[config.mk]
export PLATFORM = sky130hd
export DESIGN_NAME = cp0_exc_unit
export DESIGN_NICKNAME = d
export VERILOG_FILES = /design/src/rtl/cp0_exc_unit.sv
export SDC_FILE = /design/constraint.sdc
export NUM_CORES = 1
export LEC_CHECK = 0
export ABC_CLOCK_PERIOD_IN_PS = 1900
export CORE_MARGIN = 1.5
export CORE_UTILIZATION = 25
export DETAILED_ROUTE_END_ITERATION = 10
export PLACE_DENSITY = 0.63
export REMOVE_ABC_BUFFERS = 1
export SLEW_MARGIN = 15
export SYNTH_ARGS = -nofsm -noshare
export SYNTH_HDL_FRONTEND = slang
export SYNTH_SLANG_ARGS = --single-unit
export TNS_END_PERCENT = 20
[constraint.sdc]
create_clock -name clk -period 1.9 [get_ports clk]
set_input_delay 0.19 -clock clk [delete_from_list [all_inputs] [get_ports clk]]
set_output_delay 0.19 -clock clk [all_outputs]
set_load 0.01 [all_outputs]
[src/rtl/cp0_exc_unit.sv]
// CP0 register bank (STATUS/CAUSE/EPC) and MEM-stage exception sequencer for the 5-stage MIPS32 pipe.
// Optional COUNT/COMPARE timer on IP7 is built when CP0_TIMER_EN is defined.
module cp0_exc_unit #(
    parameter logic [31:0] EXC_VECTOR = 32'h8000_0180
) (
    input  logic        clk,
    input  logic        rst,
    input  logic        MemValid,
    input  logic [31:0] MemPC,
    input  logic        ExcSyscall,
    input  logic        ExcEret,
    input  logic        ExcDelay,
    input  logic        IntIn,
    input  logic        stallreq_from_id,
    input  logic        stallreq_from_ex,
    input  logic        CP0We,
    input  logic [4:0]  CP0WAddr,
    input  logic [31:0] CP0WData,
    input  logic [4:0]  CP0RAddr,
    output logic [31:0] CP0RData,
    output logic        ExcRedirect,
    output logic [31:0] ExcPC,
    output logic        PCStall,
    output logic        IFIDStall,
    output logic        IDEXStall,
    output logic        PCFlush,
    output logic        IFIDFlush,
    output logic        IDEXFlush,
    output logic        EXMEFlush,
    output logic        MEWBFlush
);

    localparam logic [4:0] ADDR_COUNT   = 5'd9;
    localparam logic [4:0] ADDR_COMPARE = 5'd11;
    localparam logic [4:0] ADDR_STATUS  = 5'd12;
    localparam logic [4:0] ADDR_CAUSE   = 5'd13;
    localparam logic [4:0] ADDR_EPC     = 5'd14;
    localparam logic [4:0] CODE_INT     = 5'b00000;
    localparam logic [4:0] CODE_SYS     = 5'b01000;

    typedef enum logic {RUN, DRAIN} state_t;

    state_t      state;
    logic        st_im4, st_exl, st_ie;
    logic        st_im7, ip7;
    logic        cause_bd;
    logic [4:0]  exc_code;
    logic [31:0] epc;
    logic        int_meta, ip4;

    logic intp, can_take, take_int, take_sys, take_eret, taken, wr_en;

    // IP4 tracks the external level, it is never latched
    always_ff @(posedge clk or posedge rst) begin
        if (rst) begin
            int_meta <= 1'b0;
            ip4      <= 1'b0;
        end else begin
            int_meta <= IntIn;
            ip4      <= int_meta;
        end
    end

    assign intp      = ((st_im4 & ip4) | (st_im7 & ip7)) & ~st_exl & st_ie;
    assign can_take  = ~rst & (state == RUN) & MemValid;
    assign take_int  = can_take & intp;
    assign take_sys  = can_take & ~intp & ExcSyscall;
    assign take_eret = can_take & ~intp & ~ExcSyscall & ExcEret;
    assign taken     = take_int | take_sys | take_eret;
    // the flushed MEM instruction must not commit its MTC0
    assign wr_en     = CP0We & (state == RUN) & ~taken;

    always_ff @(posedge clk or posedge rst) begin
        if (rst) begin
            state    <= RUN;
            st_im4   <= 1'b0;
            st_exl   <= 1'b0;
            st_ie    <= 1'b0;
            cause_bd <= 1'b0;
            exc_code <= 5'b0;
            epc      <= 32'b0;
        end else begin
            case (state)
                RUN:     if (taken) state <= DRAIN;
                default: state <= RUN;
            endcase
            if (take_int || take_sys) begin
                epc      <= ExcDelay ? MemPC - 32'd4 : MemPC;
                cause_bd <= ExcDelay;
                exc_code <= take_int ? CODE_INT : CODE_SYS;
                st_exl   <= 1'b1;
            end else if (take_eret) begin
                st_exl <= 1'b0;
            end else if (wr_en) begin
                if (CP0WAddr == ADDR_STATUS) begin
                    st_im4 <= CP0WData[12];
                    st_exl <= CP0WData[1];
                    st_ie  <= CP0WData[0];
                end
                if (CP0WAddr == ADDR_EPC) epc <= CP0WData;
            end
        end
    end

`ifdef CP0_TIMER_EN
    logic [31:0] count, compare;

    always_ff @(posedge clk or posedge rst) begin
        if (rst) begin
            count   <= 32'b0;
            compare <= 32'b0;
            ip7     <= 1'b0;
            st_im7  <= 1'b0;
        end else begin
            if (wr_en && CP0WAddr == ADDR_COUNT) count <= CP0WData;
            else                                 count <= count + 32'd1;
            // a COMPARE write acknowledges the timer interrupt
            if (wr_en && CP0WAddr == ADDR_COMPARE) begin
                compare <= CP0WData;
                ip7     <= 1'b0;
            end else if (count == compare && compare != 32'b0) begin
                ip7 <= 1'b1;
            end
            if (wr_en && CP0WAddr == ADDR_STATUS) st_im7 <= CP0WData[15];
        end
    end
`else
    assign st_im7 = 1'b0;
    assign ip7    = 1'b0;
`endif

    always_comb begin
        CP0RData = 32'b0;
        case (CP0RAddr)
            ADDR_STATUS: CP0RData = {16'b0, st_im7, 2'b0, st_im4, 10'b0, st_exl, st_ie};
            ADDR_CAUSE:  CP0RData = {cause_bd, 15'b0, ip7, 2'b0, ip4, 5'b0, exc_code, 2'b0};
            ADDR_EPC:    CP0RData = epc;
`ifdef CP0_TIMER_EN
            ADDR_COUNT:   CP0RData = count;
            ADDR_COMPARE: CP0RData = compare;
`endif
            default:     CP0RData = 32'b0;
        endcase
    end

    always_comb begin
        ExcRedirect = 1'b0;
        ExcPC       = 32'b0;
        PCStall     = 1'b0;
        IFIDStall   = 1'b0;
        IDEXStall   = 1'b0;
        PCFlush     = 1'b0;
        IFIDFlush   = 1'b0;
        IDEXFlush   = 1'b0;
        EXMEFlush   = 1'b0;
        MEWBFlush   = 1'b0;
        if (rst || taken) begin
            PCFlush   = 1'b1;
            IFIDFlush = 1'b1;
            IDEXFlush = 1'b1;
            EXMEFlush = 1'b1;
            MEWBFlush = 1'b1;
            if (taken) begin
                ExcRedirect = 1'b1;
                ExcPC       = take_eret ? epc : EXC_VECTOR;
            end
        end else if (stallreq_from_ex) begin
            PCStall   = 1'b1;
            IFIDStall = 1'b1;
            IDEXStall = 1'b1;
            EXMEFlush = 1'b1;
        end else if (stallreq_from_id) begin
            PCStall   = 1'b1;
            IFIDStall = 1'b1;
            IDEXFlush = 1'b1;
        end
    end

endmodule

==> qor.yml, run 1 <==
outcome: "finished with violations"
violations: "setup timing"
synth_top_area_share: 0.327
coreArea_mm2: 0.0120
p_comb_frac: 0.289
grt_util_all_layers: 0.172
cts_buffers: 5
synthToLayoutAreaGrowth_pct: 80.2
synth_ff_type: "dfrtp_1"
power_density_mw_per_mm2: 507
intPower_mw: 1.99
ant_nets: 0
dp.final_hpwl_um: 8120
p_sw_mw: 0.808
hold_viol_final: 0
worstSetupEndpointType: "primary output"
wire_per_inst_um: 16.4
rows: 40
leakage_nw: 2.90
worstReg2RegEnd: "st_im4$_DFFE_PP0P_"
htreeDepth: 2
maxSlewViolCount: 0
fin_crit_ps: 2050
swShare: 0.289
cts_tree: "yes"
clk_pin_slew_ps: 60
finalClockSkew_ps: 6.54
critical_path_class: "reg -> out"
finalSetupViolations: 33
drc_errors: 0
clkPwrFrac: 0.297
synthArstFlopShare: 1.00
synthTopCellsByCount: "58 x and2_1, 52 x mux2i_1, 40 x dfrtp_1, 28 x nor2_1, 17 x a21oi_1"
die_area_mm2: 0.0129
critPathMaxFanout: 7
drive_gt1_frac: 0.376
max_stage_delay_ps: 370
fin_nets: 634
vias_per_cell: 4.64
initial_utilization: 0.256
tns_ps: -2300
synth-seq-cells: 40
synthTopCellsByArea: "dfrtp_1 33%, mux2i_1 17%, and2_1 12%"
worstSkewPairLatency_ps: 280
grt_pass1_wl_um: 17600
hold_end: "epc[7]$_DFFE_PP0P_"
fill_cells: 1178
antenna_found_initial: 0
timing.rr.start: "st_ie$_DFFE_PP0P_"
hp-start: "MemPC[7]"
whs_ps: 323
worst_pin_slew_ps: 632
fin_ws_ps: -148
rsz0062_at_grt: "yes"
yosysMostFrequentCell: "and2_1"
overflow: 0
port_buffers: 156
r2r_slack_ps: 20
fp.dieH_um: 114
grt_max_degree: 32
yosysWarnings: 0
slew_headroom: 0.575
clockBufferDepth: 2
synth.largest_area_cell: "dfrtp_1"
synth-seq-area-share: 0.327
pwr-share-seq: 0.414
max-cap-violations: 0
max-vdd-ir-drop_mv: 0.286
crit_chain: "and4b_1 -> or2_4 -> nor2_4 -> buf_8 -> buf_8 -> buf_6 -> and2_4 -> buf_6"
drt_wl_total_um: 11400
first_pass_iters: 5
yosys.cell_types.count: 44
min_path_cells: 5
clock-sinks: 40
fin_crit_sh: 1.08
dp_slack_ps: -485
drtIter0Drc: 115
ff2ff_path_depth: 7
cts-root-buf: "clkbuf_16"
gp_congestion: 0.792
insertedDiodeCount: 0
vias: 3231
grt_pass1_vias: 3393
crit_required_ps: 1710
die_x_um: 114
cp.arrival_ps: 1860
hold_class: "in -> reg"
fmax_mhz: 488
crit_buf_inv: 4
crit_slowest_cell: "dfrtp_1"
path_delay_family: "simple AND/OR/NAND/NOR gates"
startpoint_type: "flip-flop"
syn_avg_cell_area_um2: 9.26
synth-edff-count: 0
mappedNetlistArea_mm2: 0.00306
netlist_instances: 330
io_pins: 157
## worst register-to-register path, cell delays in order, from the launching register on
cell and delay [ps]:
dfrtp_1 370, and4b_1 230, or2_4 270, o21a_4 220, buf_4 130, buf_4 120
nand2b_4 140, mux2_2 290
## layout by cell type, fill, tap and decap left out, drive strengths merged, types with 7 or more instances in the layout
cell type and n:
a21oi 17, and2 58, buf 142, clkbuf 7, clkdlybuf4s50 68, dfrtp 40, dlymetal6s2s 14, mux2i 52
nand2 12, nor2 28, nor3 12, nor4 8, or3 7, xnor2 13, xor2 15
## timing repair
action / CTS / global route
endpoints found under the setup margin: 93 / 90
pin swaps: 30 / 17
gates cloned: 2 / 1
setup buffers: 11 / 3
hold buffers: 0 / 0
gates resized for setup: 325 / 43
## how the worst max path moves through the flow
stage,from,endpoint,slack [ps],cells past startpoint
after floorplan,ip4$_DFF_PP0_,cause_bd$_DFFE_PP0N_,-570,4
after global placement,MemPC[6],epc[28]$_DFFE_PP0P_,-440,7
after detailed placement,MemPC[6],epc[16]$_DFFE_PP0P_,-480,7
after CTS,st_ie$_DFFE_PP0P_,ExcPC[25],-160,8
after global routing,st_ie$_DFFE_PP0P_,ExcPC[25],-210,8
final,st_ie$_DFFE_PP0P_,ExcPC[25],-150,8
## flip-flops by register name (all words and copies together), names as in the netlist
name      flops
ip4           1
exc_code      1
st_im4        1
cause_bd      1
state         1
int_meta      1
st_ie         1
epc          32
st_exl        1
## power by group through the flow
| stage | Combinational (mW) | Clock [mW] | Sequential, mW |
|---|---|---|---|
| CTS | 0.796 | 0.862 | 1.16 |
| floorplan | 0.342 | 0 | 1.12 |
| global placement | 0.775 | 0 | 1.16 |
| finish | 0.808 | 0.830 | 1.16 |
| global route | 0.887 | 0.887 | 1.18 |
| detailed placement | 0.794 | 0 | 1.17 |
## cell families after synthesis
kind of cell	after synthesis	share of synthesized area
simple gates	153	0.313
mux	55	0.181
flops	40	0.327
compound gates	28	0.0553
xor+xnor	28	0.0802
buf+inv	25	0.0389
fa+ha+maj	1	0.00409
## through the flow
step                 util  power, mW  cell area (um2)  instances
floorplan               -       1.46             2960        310
global placement    0.436       1.94             5220        673
detailed placement  0.436       1.96             5220        673
CTS                 0.445       2.81             5330        694
global route        0.460       2.96             5510        697
finish              0.460       2.80             5510        697
## layer usage
metal,track usage,vias to the layer above,part of all wire,wire [um]
li1,-,1583,-,-
met1,0.223,1530,0.45,5150
met2,0.310,112,0.49,5580
met3,0.0282,6,0.053,605
met4,0.0225,0,0.0054,61
met5,0,-,0,0
## layout make-up
class	count	area [um2]	area share
Inverter	5	18.8	0.00341
Tap cell	147	184	0.0334
Multi-Input combinational cell	265	2110	0.383
Timing Repair Buffer	232	2050	0.373
Clock inverter	3	18.8	0.00341
Sequential cell	40	1000	0.182
Clock buffer	5	125	0.0227
No activity file was read; power rests on OpenSTA's default activity.
==> inputs of run 2 (changes only) <==
- CORE_UTILIZATION: 25 -> 30
- PLACE_DENSITY: 0.63 -> 0.71
- SETUP_SLACK_MARGIN: not set -> 0.1
- SKIP_CTS_REPAIR_TIMING: not set -> 1
==> run 2 against run 1 <==
  * The flow still finishes with violations (setup timing)
  * Die area fell by 16%
  * Global-route usage grew 0.51 points
  * Non-clock buffer count is the same
  * Via count shrank 0.50%
  * Core utilization up 12 points
  * Final area rose by 3.2%
  * Maximum frequency down 6.1%
  * Largest cell class is now buffers
==> qor.yml, run 2 (same netlist as run 1, synthesis figures left out) <==
vias_per_cell: 4.70  # +1.4%
ff2ff_path_depth: 6  # -1
cts_tree: "yes"
vias: 3215  # -0.50%
wire_per_inst_um: 16.0  # -2.3%
max-cap-violations: 0  # unchanged
clk_pin_slew_ps: 80  # +20 ps
fin_ws_ps: -280  # -132 ps
cts-root-buf: "clkbuf_8"
drt_wl_total_um: 10900  # -4.1%
final_cell_mix: "80 x clkdlybuf4s50_1, 53 x buf_4, 52 x mux2i_1, 42 x and2_1, 40 x dfrtp_1"
rows: 36  # -10%
worst_pin_slew_ps: 408  # -223 ps
power_density_mw_per_mm2: 479  # -5.7%
top_register: "epc"
port_buffers: 156  # unchanged
grt_pass1_vias: 3172  # -6.5%
clock-sinks: 40  # unchanged
path_delay_family: "simple AND/OR/NAND/NOR gates"
grt_util_all_layers: 0.178  # +0.00509
hold_viol_final: 0  # unchanged
timing.rr.start: "st_ie$_DFFE_PP0P_"
cp.arrival_ps: 1990  # +130 ps
swShare: 0.284  # -0.00501
maxSlewViolCount: 0  # unchanged
drive_gt1_frac: 0.313  # -0.0636
clockBufferDepth: 2  # unchanged
crit_slowest_cell: "dfrtp_1"
largest_reg_flops: 32  # unchanged
leakage_nw: 3.31  # +14%
critical_path_class: "reg -> out"
fin_nets: 634  # unchanged
first_pass_iters: 4  # -1
fin_crit_sh: 1.15  # +0.0694
htreeDepth: 2  # unchanged
antenna_found_initial: 0  # unchanged
initial_utilization: 0.311  # +0.0557
max-vdd-ir-drop_mv: 0.278  # -3.1%
fp.dieH_um: 104  # -8.5%
dp.final_hpwl_um: 7790  # -4.2%
crit_chain: "and4b_1 -> or2_4 -> nor2_4 -> buf_6 -> buf_6 -> buf_6 -> buf_6 -> and2_4 -> buf_6"
worstSkewPairLatency_ps: 290  # about the same
worstSetupEndpointType: "primary output"
critPathMaxFanout: 6  # -1
cts_buffers: 5  # unchanged
max_stage_delay_ps: 390  # +20 ps
slew_headroom: 0.725  # +0.150
coreArea_mm2: 0.00982  # -18%
grt_pass1_wl_um: 15700  # -11%
rsz0062_at_grt: "yes"
pwr-share-seq: 0.426  # +0.012
whs_ps: 361  # +37.5 ps
synthToLayoutAreaGrowth_pct: 85.9
startpoint_type: "flip-flop"
finalSetupViolations: 50  # +52%
clkPwrFrac: 0.274  # -0.023
hold_class: "in -> reg"
worstReg2RegEnd: "st_im4$_DFFE_PP0P_"
hold_end: "int_meta$_DFF_PP0_"
post-route-util: 0.579  # +0.118
p_sw_mw: 0.773  # -4.4%
p_comb_frac: 0.300  # +0.011
mostFrequentLayoutCell: "clkdlybuf4s50_1"
drtIter0Drc: 75  # -35%
crit_buf_inv: 5  # +1
die_x_um: 104  # -8.5%
overflow: 0  # unchanged
intPower_mw: 1.95  # -2.0%
power_mw: 2.72  # -2.7%
drc_errors: 0  # unchanged
cp.depth: 9  # +1
finalClockSkew_ps: 6.17  # -0.372 ps
critPathMostFrequentCell: "buf_6"
dp_slack_ps: -457  # +27.8 ps
ant_nets: 0  # unchanged
outcome: "finished with violations"
io_pins: 157  # unchanged
fmax_mhz: 459  # -6.1%
fin_crit_ps: 2180  # +132 ps
min_path_cells: 1  # -4
grt_max_degree: 33  # +3.1%
hp-start: "IntIn"
r2r_slack_ps: 30  # about the same
crit_required_ps: 1710  # about the same
violations: "setup timing"
die_area_mm2: 0.0108  # -16%
gp_congestion: 0.775  # -2.0%
## run 2: cell count changes in the layout (fill, tap and decap cells not counted), sizes merged, moves of 4 or more
cell           before  now
clkdlybuf4s50      68   80
clkbuf              7   17
dlymetal6s2s       14   39
clkdlybuf4s15       4    0
buf               142  102
## run 2: cell type report
type / instances / area [um2]
antenna: 1 / 2.50
clock inverter: 2 / 38.8
tap: 133 / 166
timing repair buffer: 232 / 2290
sequential: 40 / 1000
inverter: 5 / 18.8
clock buffer: 6 / 82.6
fill: 912 / 4140
multi-input combinational: 265 / 2080
## run 2: power by group through the flow
stage                     clock, mW  sequential (mW)  combinational (mW)
after floorplan                   0             1.12               0.342
after detailed placement          0             1.17               0.796
after global placement            0             1.16               0.775
final                         0.744             1.16               0.817
after CTS                     0.768             1.15               0.796
after global routing          0.803             1.18               0.889
## run 2: through the flow
stage               area, um2  setup TNS, ps  instances
global placement         5190         -27010        658
floorplan                2960         -26430        310
CTS                      5310         -32580        666
detailed placement       5190         -27620        658
global route             5680         -10880        683
finish                   5680          -7450        684
## run 2: how the worst max path moves through the flow
stage                       from                    to  slack, ps
6_report       st_ie$_DFFE_PP0P_             ExcPC[25]       -280
5_1_grt        st_ie$_DFFE_PP0P_             ExcPC[25]       -340
4_1_cts            ip4$_DFF_PP0_             IFIDStall       -690
3_5_place_dp            MemPC[6]   epc[16]$_DFFE_PP0P_       -460
3_3_place_gp            MemPC[6]   epc[16]$_DFFE_PP0P_       -440
2_1_floorplan      ip4$_DFF_PP0_  cause_bd$_DFFE_PP0N_       -570
## run 2: layer usage
metal / share of wire / track usage / vias up / routed length, um
met3: 0.053 / 0.0370 / 4 / 584
li1: - / - / 1584 / -
met1: 0.43 / 0.219 / 1507 / 4670
met2: 0.51 / 0.321 / 120 / 5620
met4: 0.0045 / 0.0298 / 0 / 49
met5: 0 / 0 / - / 0
==> inputs of run 3 (changes only) <==
- CELL_PAD_IN_SITES_DETAIL_PLACEMENT: not set -> 0
- CELL_PAD_IN_SITES_GLOBAL_PLACEMENT: not set -> 2
- CORE_MARGIN: 1.5 -> 10
- CORE_UTILIZATION: 30 -> 22
- PLACE_DENSITY: 0.71 -> 0.88
==> run 3 against run 2 <==
  * The flow still finishes with violations (setup timing)
  * Maximum frequency up 5.2%
  * First-iteration DRC count increased by 87%
  * Largest power group unchanged
  * Die area grew 76%
  * Final cell count rose by 7.0%
  * Clock power is 29% higher
  * Count of clock-buffer cells in the layout unchanged
  * Non-clock buffer count up 2
  * Largest cell class unchanged
==> qor.yml, run 3 (same netlist as run 1, synthesis figures left out) <==
outcome: "finished with violations"
violations: "setup timing"
grt_max_degree: 33  # unchanged
drc_errors: 0  # unchanged
drt_wl_total_um: 12900  # +18%
gp_congestion: 0.772  # -0.43%
layoutNonFillerInstCount: 732  # +7.0%
port_buffers: 156  # unchanged
fill_cells: 1385  # +52%
finalSetupViolations: 44  # -12%
grt_pass1_vias: 3443  # +8.5%
largest_reg_flops: 32  # unchanged
worstSetupEndpointType: "primary output"
clock-sinks: 40  # unchanged
hold_class: "reg -> reg"
crit_required_ps: 1710  # about the same
first_pass_iters: 4  # unchanged
fp.dieH_um: 138  # +33%
critical_path_class: "reg -> out"
dp.final_hpwl_um: 10100  # +29%
power_mw: 2.94  # +8.2%
top_register: "epc"
hold_end: "ip4$_DFF_PP0_"
initial_utilization: 0.223  # -0.0885
die_area_mm2: 0.0190  # +76%
fin_ws_ps: -172  # +108 ps
wire_per_inst_um: 17.6  # +10%
vias_per_cell: 4.40  # -6.4%
hold_viol_final: 0  # unchanged
design_area_mm2: 0.00574  # +1.0%
tns_ps: -4330  # +3110 ps
fmax_mhz: 483  # +5.2%
cts_tree: "yes"
worstReg2RegEnd: "st_ie$_DFFE_PP0P_"
synthToLayoutAreaGrowth_pct: 87.8
whs_ps: 349  # -11.6 ps
antenna_found_initial: 0  # unchanged
vias: 3221  # +0.19%
clk_pin_slew_ps: 60  # -20 ps
cp-startpoint: "st_im4$_DFFE_PP0P_"
slew_headroom: 0.548  # -0.177
coreArea_mm2: 0.0137  # +40%
die_x_um: 138  # +33%
worstSkewPairLatency_ps: 280  # about the same
max-cap-violations: 0  # unchanged
rsz0062_at_grt: "yes"
r2r_slack_ps: 110  # +80 ps
ant_nets: 0  # unchanged
final_cell_mix: "80 x clkdlybuf4s50_1, 62 x buf_4, 52 x mux2i_1, 40 x and2_1, 40 x dfrtp_1"
rows: 43  # +19%
fin_crit_ps: 2070  # -108 ps
io_pins: 157  # unchanged
htreeDepth: 2  # unchanged
startpoint_type: "flip-flop"
hp-start: "int_meta$_DFF_PP0_"
insertedDiodeCount: 0  # -1
mostFrequentLayoutCell: "clkdlybuf4s50_1"
cp.arrival_ps: 1880  # -110 ps
maxSlewViolCount: 0  # unchanged
min_path_cells: 0  # -1
cts-root-buf: "clkbuf_16"
critPathMaxFanout: 4  # -2
timing.rr.start: "st_im4$_DFFE_PP0P_"
drtIter0Drc: 140  # +87%
placed_area_mm2: 0.00527  # +1.5%
overflow: 0  # unchanged
leakage_nw: 3.26  # -1.6%
clockBufferDepth: 2  # unchanged
max-vdd-ir-drop_mv: 0.282  # +1.4%
fin_nets: 636  # +0.32%
power_density_mw_per_mm2: 513  # +7.1%
grt_util_all_layers: 0.124  # -0.0531
finalClockSkew_ps: 2.22  # -3.95 ps
cts_buffers: 5  # unchanged
worst_pin_slew_ps: 672  # +264 ps
placed_cells_incl_taps: 709  # +7.8%
fin_crit_sh: 1.09  # -0.0568
drive_gt1_frac: 0.330  # +0.0170
ff2ff_path_depth: 6  # unchanged
grt_pass1_wl_um: 18700  # +19%
run 3: cell types whose count changed in the layout (fill, tap and decap cells not counted), sizes merged:
| cell | previous run | this run |
|---|---|---|
| dlymetal6s2s | 39 | 31 |
| buf | 102 | 114 |
| diode | 1 | 0 |
| clkbuf | 17 | 15 |
run 3: how the worst max path moves through the flow:
stage	endpoint	cells after the start
after floorplan	cause_bd$_DFFE_PP0N_	4
after global routing	IFIDStall	7
after detailed placement	epc[26]$_DFFE_PP0P_	7
after global placement	epc[28]$_DFFE_PP0P_	7
after CTS	IFIDStall	6
final	IFIDStall	7
run 3: per-stage QoR:
step	util	setup WS, ps
3_3_place_gp	0.384	-406
6_report	0.418	-172
5_1_grt	0.418	-262
2_1_floorplan	-	-572
4_1_cts	0.396	-619
3_5_place_dp	0.384	-439
run 3: worst max-delay path, stage by stage, from the launching register on:
cell and delay (ps):
dfrtp_1 370, and4b_1 220, or2_4 260, o21a_1 210, nor2_2 170, buf_4 130, o21a_1 110, buf_2 130
run 3: power breakdown:
| group | total, mW | leakage (nW) | internal [mW] | switching, mW |
|---|---|---|---|---|
| registers | 1.16 | 0.463 | 1.03 | 0.134 |
| logic | 0.825 | 2.71 | 0.498 | 0.327 |
| clock network | 0.958 | 0.0808 | 0.618 | 0.340 |
| total | 2.94 | 3.26 | 2.14 | 0.800 |
run 3: cell type report:
| type | count | area (um2) | area share |
|---|---|---|---|
| well taps | 180 | 225 | 0.0392 |
| flip-flops and latches | 40 | 1000 | 0.174 |
| multi-input cells | 265 | 2070 | 0.361 |
| repair buffers | 234 | 2260 | 0.393 |
| clock buffers | 6 | 129 | 0.0225 |
| clock inverters | 2 | 35.0 | 0.00610 |
| inverters | 5 | 18.8 | 0.00327 |
run 3: metal layers:
metal  share of wire  wire length (um)  vias up  track usage
met5               0                 0        -            0
met4          0.0068                88        0       0.0238
met3           0.085              1100        7       0.0500
met2            0.49              6380       99        0.214
met1            0.41              5330     1524        0.143
li1                -                 -     1591            -
